--- config.mk ---
export PLATFORM = sky130hd
export DESIGN_NAME = uart_rx
export DESIGN_NICKNAME = d
export VERILOG_FILES = /design/src/rtl/uart_pkg.sv /design/src/rtl/sync_ff.sv /design/src/rtl/uart_rx.sv
export SDC_FILE = /design/constraint.sdc
export NUM_CORES = 1
export LEC_CHECK = 0
export CAP_MARGIN = 20
export CORE_MARGIN = 3
export CORE_UTILIZATION = 58
export CTS_BUF_LIST = sky130_fd_sc_hd__clkbuf_8
export CTS_CLUSTER_SIZE = 10
export DETAILED_ROUTE_END_ITERATION = 8
export GPL_ROUTABILITY_DRIVEN = 0
export MAX_ROUTING_LAYER = met4
export PLACE_DENSITY = 0.84
export SYNTH_ARGS = -nofsm -noshare
export SYNTH_HDL_FRONTEND = slang
export SYNTH_SLANG_ARGS = --single-unit
--- constraint.sdc ---
create_clock -name clk -period 2.7 [get_ports clk]
set_clock_uncertainty 0.1 [all_clocks]
set_input_delay 0.405 -clock clk [delete_from_list [all_inputs] [get_ports clk]]
set_output_delay 0.405 -clock clk [all_outputs]
set_load 0.05 [all_outputs]
--- src/rtl/uart_pkg.sv ---
// Shared UART definitions used by the transmitter and receiver.
package uart_pkg;

  localparam int UART_DATA_BITS       = 8;
  localparam int DEFAULT_CLKS_PER_BIT = 434;

  typedef enum logic [2:0] {
    IDLE,
    START,
    DATA,
    STOP,
    BREAK
  } uart_rx_state_t;

endpackage

--- src/rtl/sync_ff.sv ---
// Multi-flop synchronizer for a single asynchronous, idle-high input.
// All stages preset to 1 so a reset never looks like a falling edge.
module sync_ff #(
  parameter int STAGES = 2
) (
  input  logic clk,
  input  logic reset,
  input  logic d,
  output logic q
);

  logic [STAGES-1:0] chain;

  // Shift the raw input through the flop chain; preset high on reset.
  always_ff @(posedge clk) begin
    if (reset) begin
      chain <= '1;
    end else begin
      chain <= {chain[STAGES-2:0], d};
    end
  end

  assign q = chain[STAGES-1];

endmodule

--- src/rtl/uart_rx.sv ---
// 8N1 UART receiver: synchronizes rxd, validates the start bit, samples
// eight data bits LSB first at mid-bit, checks the stop bit, and holds
// the byte in an output register with a valid/read handshake.
module uart_rx
  import uart_pkg::*;
#(
  parameter int CLKS_PER_BIT = DEFAULT_CLKS_PER_BIT,
  parameter int SYNC_STAGES  = 2
) (
  input  logic       clk,
  input  logic       reset,
  input  logic       rxd,
  input  logic       rx_read,
  output logic [7:0] rx_data,
  output logic       rx_data_valid,
  output logic       rx_frame_error,
  output logic       rx_overrun
);

  localparam int CNT_W = $clog2(CLKS_PER_BIT);
  localparam logic [CNT_W-1:0] HALF_M1 = CNT_W'(CLKS_PER_BIT / 2 - 1);
  localparam logic [CNT_W-1:0] FULL_M1 = CNT_W'(CLKS_PER_BIT - 1);
  localparam logic [2:0]       LAST_BIT = 3'(UART_DATA_BITS - 1);

  uart_rx_state_t state;
  uart_rx_state_t state_next;

  logic                      rxd_s;
  logic [CNT_W-1:0]          cnt;
  logic [2:0]                idx;
  logic [UART_DATA_BITS-1:0] shift;
  logic                      load_pending;

  logic mid_start;
  logic bit_end;
  logic sample_data;
  logic good_stop;
  logic bad_stop;
  logic cnt_clr;

  sync_ff #(
    .STAGES(SYNC_STAGES)
  ) u_sync (
    .clk  (clk),
    .reset(reset),
    .d    (rxd),
    .q    (rxd_s)
  );

  // FSM state register.
  always_ff @(posedge clk) begin
    if (reset) begin
      state <= IDLE;
    end else begin
      state <= state_next;
    end
  end

  // Next-state logic: start-bit validation, eight data bits, stop check,
  // and a BREAK state that waits out a held-low line.
  always_comb begin
    state_next = state;
    unique case (state)
      IDLE: begin
        if (!rxd_s) state_next = START;
      end
      START: begin
        if (mid_start) state_next = rxd_s ? IDLE : DATA;
      end
      DATA: begin
        if (sample_data && (idx == LAST_BIT)) state_next = STOP;
      end
      STOP: begin
        if (bit_end) state_next = rxd_s ? IDLE : BREAK;
      end
      BREAK: begin
        if (rxd_s) state_next = IDLE;
      end
      default: state_next = IDLE;
    endcase
  end

  // Output/control decode: sample strobes and counter clear.
  always_comb begin
    mid_start   = (state == START) && (cnt == HALF_M1);
    bit_end     = (cnt == FULL_M1);
    sample_data = (state == DATA) && bit_end;
    good_stop   = (state == STOP) && bit_end && rxd_s;
    bad_stop    = (state == STOP) && bit_end && !rxd_s;
    cnt_clr     = (state == IDLE) || (state == BREAK) || mid_start || bit_end;
  end

  // Bit-period counter and bit index.
  always_ff @(posedge clk) begin
    if (reset) begin
      cnt <= '0;
      idx <= '0;
    end else begin
      cnt <= cnt_clr ? '0 : cnt + 1'b1;
      if (mid_start) begin
        idx <= '0;
      end else if (sample_data) begin
        idx <= idx + 1'b1;
      end
    end
  end

  // Data shift register, filled LSB first at each mid-bit sample.
  always_ff @(posedge clk) begin
    if (sample_data) begin
      shift[idx] <= rxd_s;
    end
  end

  // Stop-bit outcome registered: a load request and the frame-error pulse.
  always_ff @(posedge clk) begin
    if (reset) begin
      load_pending   <= 1'b0;
      rx_frame_error <= 1'b0;
    end else begin
      load_pending   <= good_stop;
      rx_frame_error <= bad_stop;
    end
  end

  // Output register with valid/read handshake and sticky overrun.
  always_ff @(posedge clk) begin
    if (reset) begin
      rx_data       <= '0;
      rx_data_valid <= 1'b0;
      rx_overrun    <= 1'b0;
    end else if (load_pending) begin
      // A coincident read consumes the old byte, so only an unread byte
      // being overwritten counts as an overrun.
      rx_data       <= shift;
      rx_data_valid <= 1'b1;
      if (rx_data_valid && !rx_read) begin
        rx_overrun <= 1'b1;
      end
    end else if (rx_read && rx_data_valid) begin
      rx_data_valid <= 1'b0;
      rx_overrun    <= 1'b0;
    end
  end

endmodule

# == Word-level counts from Yosys, hierarchy flattened ==
# Index checks and enable logic that the tools add are counted.
# totals
regBits,37
in_bits,4
word_cells,62
# op_classes
addsub,2
order_cmp,2
n_eq_ne,13
mux,15
n_reduce_logical,20
# ops
cell,count
3-bit 2-to-1 mux,6
3-bit one-hot mux with 5 select lines,1
9-bit by 1-bit adder with 9-bit output (second input constant),1
9-bit by 8-bit equality test with 1-bit output (second input constant),1
9-bit equality test (second input constant),1
1-bit logical AND,9
8-bit bitwise mux,1
2-bit != test (second input constant),4
3-bit by 2-bit equality test with 1-bit output (second input constant),2
3-bit equality test (second input constant),2
1-bit 2-to-1 mux,5
5-bit AND reduction,1
3-bit by 4-bit less-than comparator with 1-bit output (second input constant),1
2-bit by 1-bit != test with 1-bit output (second input constant),2
2-bit OR reduction,2
3-bit by 1-bit adder with 3-bit output (second input constant),1
1-bit demux with 3-bit select,1
3-bit by 1-bit equality test with 1-bit output (second input constant),1
3-bit by 1-bit greater-or-equal comparator with 1-bit output (second input constant),1
3-bit zero test,1
1-bit logical OR,3
1-bit zero test,2
2-bit 2-to-1 mux,1
2-bit AND reduction,1
2-bit nonzero test,1

# == Longest topological paths before layout ==
# Gate-level depths: netlist of the first run.
# logic_depth
word_depth,5
ltp_mapped,6
mapped_depth_nobuf,6

# == By module ==
# Synthesis of the first run repeated with hierarchy kept, for this count alone.
# hier_totals
hier_cells,158
hier_area_um2,1630.3
# modules_own_cells
mod,instances,cells_each,area_each_um2
uart_rx,1,154,1577.8
sync_ff,1,4,52.6

# == Least setup slack after synthesis of the first run ==
# OpenSTA, ideal clock, no wires.
# synth_path
path_kind,reg2reg
startpoint,register cnt[0]
endpoint,register state[0]
setup_time_ns,0.123
arrival_ns,1.755
t_required_ns,2.477
slack_ns,0.721
stages_incl_launch_ff,6
path_buffers,0
path_cell_list,dfxtp_1 -> ha_1 -> nand4b_1 -> or4_1 -> a211oi_2 -> mux2_1
# synth_via
elab_chain_cells,5
elab_cells_between_ends,9
classes_between,eq/ne: 5; reduce/logical: 4
# synth_rtl
element,line_no,source
start: declaration,uart_rx.sv:29,logic [CNT_W-1:0] cnt;
start signal: assignment,uart_rx.sv:99,cnt <= cnt_clr ? '0 : cnt + 1'b1;
9-bit equality test,uart_rx.sv:86,bit_end = (cnt == FULL_M1);
1-bit logical AND,uart_rx.sv:87,sample_data = (state == DATA) && bit_end;
1-bit logical AND,uart_rx.sv:71,if (sample_data && (idx == LAST_BIT)) state_next = STOP;
2-bit != test (no line),-,
5-bit AND reduction (no line) (*),-,
end signal: assignment,uart_rx.sv:55,state <= state_next;
end: declaration,uart_rx.sv:25,uart_rx_state_t state;
# Every way passes the cells marked *; elsewhere a longest branch is shown, timed or not.
# A chain may end at the register's enable or synchronous reset.

# == Worst setup path in the final report of the first run ==
# Ends and elaborated chain as after synthesis.

==> results of run 1 <==
[logic make-up (layout without fill, tap and decap cells)]
logic type,count (synthesis),in the layout,synth area share (%)
flip-flops,37,37,51.05
AO/OA/AOI/OAI,11,11,5.291
AND/OR/NAND/NOR,74,74,26.85
multiplexers,11,11,6.926
XOR/XNOR,8,8,4.358
adder cells (fa/ha/maj),5,5,3.891
buffers and inverters,7,25,1.635
[worst reg2reg max path, stage by stage (launching register included)]
cell and delay [ns]:
dfxtp_1 0.41, ha_1 0.20, nand4b_1 0.15, or4_1 0.53, a211oi_2 0.29, mux2_1 0.35
[cell usage after synthesis (3+ instances only)]
cell	instances	share of area, %
ha_1	5	3.9
nor2_1	18	4.2
nor2b_1	6	2.3
mux2i_1	10	6.2
nand2_1	7	1.6
dfxtp_1	29	36
nor3_1	12	3.7
nor3b_1	4	1.9
a21oi_1	3	0.93
or2_2	3	1.2
nand3_1	4	1.2
xor2_1	3	1.6
nand2b_1	3	1.2
xnor2_1	5	2.7
edfxtp_1	8	15
clkbuf_1	5	1.2
[worst min-delay path by stage]
| stage | start | to | slack (ns) |
|---|---|---|---|
| 2_1_floorplan | u_sync.chain[0]$_SDFF_PP1_ | u_sync.chain[1]$_SDFF_PP1_ | 0.29 |
| 6_report | u_sync.chain[0]$_SDFF_PP1_ | u_sync.chain[1]$_SDFF_PP1_ | 0.32 |
| 3_5_place_dp | u_sync.chain[0]$_SDFF_PP1_ | u_sync.chain[1]$_SDFF_PP1_ | 0.30 |
| 3_3_place_gp | u_sync.chain[0]$_SDFF_PP1_ | u_sync.chain[1]$_SDFF_PP1_ | 0.30 |
| 4_1_cts | u_sync.chain[0]$_SDFF_PP1_ | u_sync.chain[1]$_SDFF_PP1_ | 0.33 |
| 5_1_grt | u_sync.chain[0]$_SDFF_PP1_ | u_sync.chain[1]$_SDFF_PP1_ | 0.34 |
[flip-flops by register name (all words and copies together), names as in the netlist]
register and cells:
cnt 9, idx 3, load_pending 1, rx_data 8, rx_data_valid 1, rx_frame_error 1
rx_overrun 1, shift 8, state 3, u_sync.chain 2
[stage by stage]
stage	hold slack [ns]	std cells	total power [mW]
2_1_floorplan	0.2895	153	0.6794
3_3_place_gp	0.2996	193	0.6948
3_5_place_dp	0.3038	193	0.7023
4_1_cts	0.3288	201	1.070
5_1_grt	0.3420	201	1.111
6_report	0.3221	201	1.057
[cells in the final DEF, fill, tap and decap left out, types with 4 or more instances in the layout]
cell type	n
nand3_1	4
clkbuf_8	5
mux2i_1	10
xnor2_1	5
nand2_1	7
nor2b_1	6
nor3_1	12
dfxtp_1	29
clkdlybuf4s50_1	14
ha_1	5
edfxtp_1	8
nor3b_1	4
nor2_1	18
[power breakdown]
part           switching (mW)  internal (mW)  leakage, nW
logic                  0.0450         0.0440        0.291
clock network           0.189          0.178       0.0455
registers              0.0250          0.576        0.304
[routing by layer]
layer | GRT usage [%] | share of wire, % | up-vias | wire length (µm)
li1 | - | - | 577 | -
met1 | 21.21 | 45 | 540 | 1213
met2 | 29.19 | 49 | 34 | 1320
met3 | 8.553 | 6.1 | 2 | 165
met4 | 6.796 | 0.55 | 0 | 15
met5 | - | 0 | - | 0
[cell type report]
type                       instances  share of cell area, %
timing repair buffer              15                  7.935
inverter                           2                 0.4035
tap                               30                  2.017
sequential                        37                  44.12
clock inverter                     3                 0.9415
clock buffer                       5                  3.699
multi-input combinational        109                  40.89
==> results.cfg, run 1 <==
[setup_path]
r2r_end = state[0]$_SDFFE_PP0P_
arrival_ns = 2.21
critical-path-top-delay-family = simple AND/OR/NAND/NOR gates
reg2reg_setup_slack_ns = 0.56
path_class = reg -> reg
path_cells = ha_1 > nand4b_1 > or4_1 > a211oi_2 > mux2_1
reg2reg_from = cnt[0]$_SDFF_PP0_
crit_slowest_cell = or4_1
cp_num_cells = 5
crit_path_end = state[0]$_SDFFE_PP0P_
crit_path_end_kind = flop
reg2reg_depth = 5
setup.worst_path.start_class = flop
required_ns = 2.77
timing.critical_path.buf_inv = 0
crit_start = cnt[0]$_SDFF_PP0_
critPathMaxFanout = 6
max_stage_delay_ns = 0.53

[drt]
vias = 1153
detail_route.first_pass.iterations = 4
drt_iter0_markers = 27
ant_nets = 0
wl_um = 2715
vias_per_cell = 5.736
drc_errors = 0
post_drt_wl_per_cell_um = 13.51

[finish]
area_growth_pct = 15.72
seq_area_um2 = 820.8
fill_cells = 193
drive_above_1_share_pct = 9.942
final_nets = 179
finalInstanceArea_um2 = 1861
diodes = 0
postLayoutCoreUtil_pct = 73.11
multi_input_area_um2 = 760.7

[synthesis]
ys_ff_latch = 37
syn_area_um2 = 1608
synth_seq_area_share_pct = 51.05
ys_async_sr_fraction_pct = 0
syn-num-nets = 162
syn_area_per_cell_um2 = 10.51
ys_types = 38
postSynthCellCount = 153
yosys_most_used_dff = dfxtp_1
yosys_warnings = 0
synth_edf_count = 8

[grt]
grt_pass1_wl_um = 4602
antenna_found_initial = 0
grt_max_degree = 20
grt_pass1_vias = 1085
overflow = 0
grt_use_total_pct = 18.73

[cts]
cts.clk_slew.worst_paths_ns = 0.07
clockBufferDepth = 2
postCtsSetupBuffers = 0
postCtsResizedCells = 0
numCtsBuffers = 5
cts-root-buf = clkbuf_8
cts_tree = built
cts_max_level = 2
cts_sinks = 37
holdBufCountCts = 0
clkLatencyLatePin_ns = 0.29

[timing]
tightest_slew_ns = 0.7107
min_period_over_period_pct = 79.21
finalHoldViolCount = 0
tns_ns = 0
layout_min_cycle_time_ns = 2.139
slew_viol_final = 0
fmax_mhz = 467.6
setup_viol_count_final = 0
worst_slack_ns = 0.5613
rsz0062_at_grt = false
relSlewSlack_pct = 52.62

[floorplan]
rows = 18
io_pins = 15
die-area_um2 = 3440
start_util_pct = 63.18
fp.dieH_um = 58.65
core_region_area_um2 = 2545
die_x_um = 58.65

[placement]
placed_area_um2 = 1774
io_buffer_count = 14
place_ws_ns = 0.5983
hpwl_um = 1916

[job]
drv_cap = 0

[power]
p_leak_nw = 0.6407
vdd_drop_max_uv = 583.9
p_per_area_nw_per_um2 = 568.2

[worst_hold_path]
min_path_type = reg -> reg
min_delay_path_depth = 1

[outcome]
status = finished clean
Note: power is estimated with default switching activity, not from simulation.
==> run 2, diff against run 1 <==
==> constraint.sdc (replaced) <==
create_clock -name clk -period 2.2 [get_ports clk]
set_clock_uncertainty 0.1 [all_clocks]
set_input_delay 0.33 -clock clk [delete_from_list [all_inputs] [get_ports clk]]
set_output_delay 0.33 -clock clk [all_outputs]
set_load 0.05 [all_outputs]
==> results.cfg, run 2 (synthesis gave the netlist of run 1 again) <==
[setup_path]
required_ns = 2.28
crit_start = idx[0]$_SDFFE_PP0P_
cpMostUsedCell = ha_1
arrival_ns = 2.14
crit_slowest_cell = or4_4
max_stage_delay_ns = 0.51
critical-path-top-delay-family = simple AND/OR/NAND/NOR gates
critPathMaxFanout = 4
path_class = reg -> reg
path_cells = ha_1 > ha_1 > nor2_1 > or4_4 > a211oi_4 > mux2_1
setup.worst_path.start_class = flop
timing.critical_path.buf_inv = 0
reg2reg_from = idx[0]$_SDFFE_PP0P_
crit_path_end_kind = flop

[cts]
numCtsBuffers = 5
cts.clk_slew.worst_paths_ns = 0.07
clockBufferDepth = 2
holdBufCountCts = 0
clkLatencyLatePin_ns = 0.29
cts_sinks = 37
cts_max_level = 2
cts-root-buf = clkbuf_8
cts_tree = built

[floorplan]
io_pins = 15
fp.dieH_um = 58.65
start_util_pct = 63.18
die-area_um2 = 3440
rows = 18
die_x_um = 58.65
core_region_area_um2 = 2545

[placement]
place_ws_ns = 0.06411
placed_area_um2 = 1804
hpwl_um = 2088
io_buffer_count = 14
dp.cells = 197

[finish]
layout.cells.non_filler = 206
multi_input_area_um2 = 772.0
fill_cells = 171
area_growth_pct = 20.78
finalInstanceArea_um2 = 1942
diodes = 0
drive_above_1_share_pct = 14.20
final_nets = 184
seq_area_um2 = 823.3
largest_reg_flops = 9
final_common_cell = dfxtp_1
reg_top3 = cnt (9), rx_data (8), shift (8)
final_cell_mix = dfxtp_1, nor2_1, clkdlybuf4s50_1
top_register = cnt
postLayoutCoreUtil_pct = 76.30

[drt]
ant_nets = 0
vias = 1187
wl_um = 3042
drc_errors = 0
post_drt_wl_per_cell_um = 14.77
drt_iter0_markers = 30
detail_route.first_pass.iterations = 5
vias_per_cell = 5.762

[timing]
worst_slack_ns = 0.1401
hold_slack_ns = 0.3526
tns_ns = 0
slew_viol_final = 0
finalHoldViolCount = 0
fmax_mhz = 485.5
relSlewSlack_pct = 54.91
rsz0062_at_grt = false
tightest_slew_ns = 0.6750
layout_min_cycle_time_ns = 2.060
min_period_over_period_pct = 93.63
setup_viol_count_final = 0

[power]
p_leak_nw = 0.6858
vdd_drop_max_uv = 930.5
fin_total_pwr_mw = 1.464
p_per_area_nw_per_um2 = 753.8

[grt]
grt_pass1_wl_um = 5078
gr-usage-met3_pct = 6.140
antenna_found_initial = 0
grt_use_total_pct = 20.49
busiest_layer = met2
met1_usage_pct = 23.49
grt_max_degree = 14
use_met2_pct = 33.49
grt_pass1_vias = 1146
overflow = 0

[job]
drv_cap = 0

[worst_hold_path]
min_path_type = reg -> reg
hp-start = u_sync.chain[0]$_SDFF_PP1_

[outcome]
status = finished clean
## run 2: metal layers
| layer | part of all wire [%] | vias up |
|---|---|---|
| met5 | 0 | - |
| met4 | 1.6 | 0 |
| met3 | 5.1 | 7 |
| met2 | 50 | 37 |
| met1 | 43 | 558 |
| li1 | - | 585 |
## run 2: what timing repair did
action	CTS	global route
endpoints found under the setup margin	0	1
setup buffers	0	1
gates resized for setup	0	4
endpoints found under the hold margin	0	0
## run 2: layout make-up
type	count	share of cell area (%)
inverter	2	0.3866
multi-input combinational	109	39.76
clock buffer	6	4.253
sequential	37	42.40
clock inverter	2	1.740
timing repair buffer	20	9.536
tap	30	1.933
## run 2: power breakdown
group / switching (mW) / total [mW] / internal (mW)
Combinational: 0.0635 / 0.123 / 0.0598
Sequential: 0.0326 / 0.741 / 0.708
Clock: 0.235 / 0.600 / 0.365
## run 2: worst paths after layout
| kind | endpoint | depth (start not counted) | slack, ns |
|---|---|---|---|
| worst max-delay path | state[0]$_SDFFE_PP0P_ | 6 | 0.14 |
| worst min-delay path | u_sync.chain[1]$_SDFF_PP1_ | 1 | 0.35 |
| worst max register to register | state[0]$_SDFFE_PP0P_ | 6 | 0.14 |
| worst min register to register | u_sync.chain[1]$_SDFF_PP1_ | 1 | 0.35 |
## run 2: worst reg2reg max path: stages (launching register included)
cell      delay (ns)
dfxtp_1         0.38
ha_1            0.18
ha_1            0.14
nor2_1          0.04
or4_4           0.51
a211oi_4        0.25
mux2_1          0.35
==> run 3, diff against run 2 <==
--- a/config.mk
+++ b/config.mk
@@ -5,7 +5,7 @@
 export SDC_FILE = /design/constraint.sdc
 export NUM_CORES = 1
 export LEC_CHECK = 0
-export CAP_MARGIN = 20
+export CAP_MARGIN = 40
 export CORE_MARGIN = 3
 export CORE_UTILIZATION = 58
 export CTS_BUF_LIST = sky130_fd_sc_hd__clkbuf_8
==> results of run 3 <==
Same layout as run 2: the final DEF is identical, and so are final timing and power.
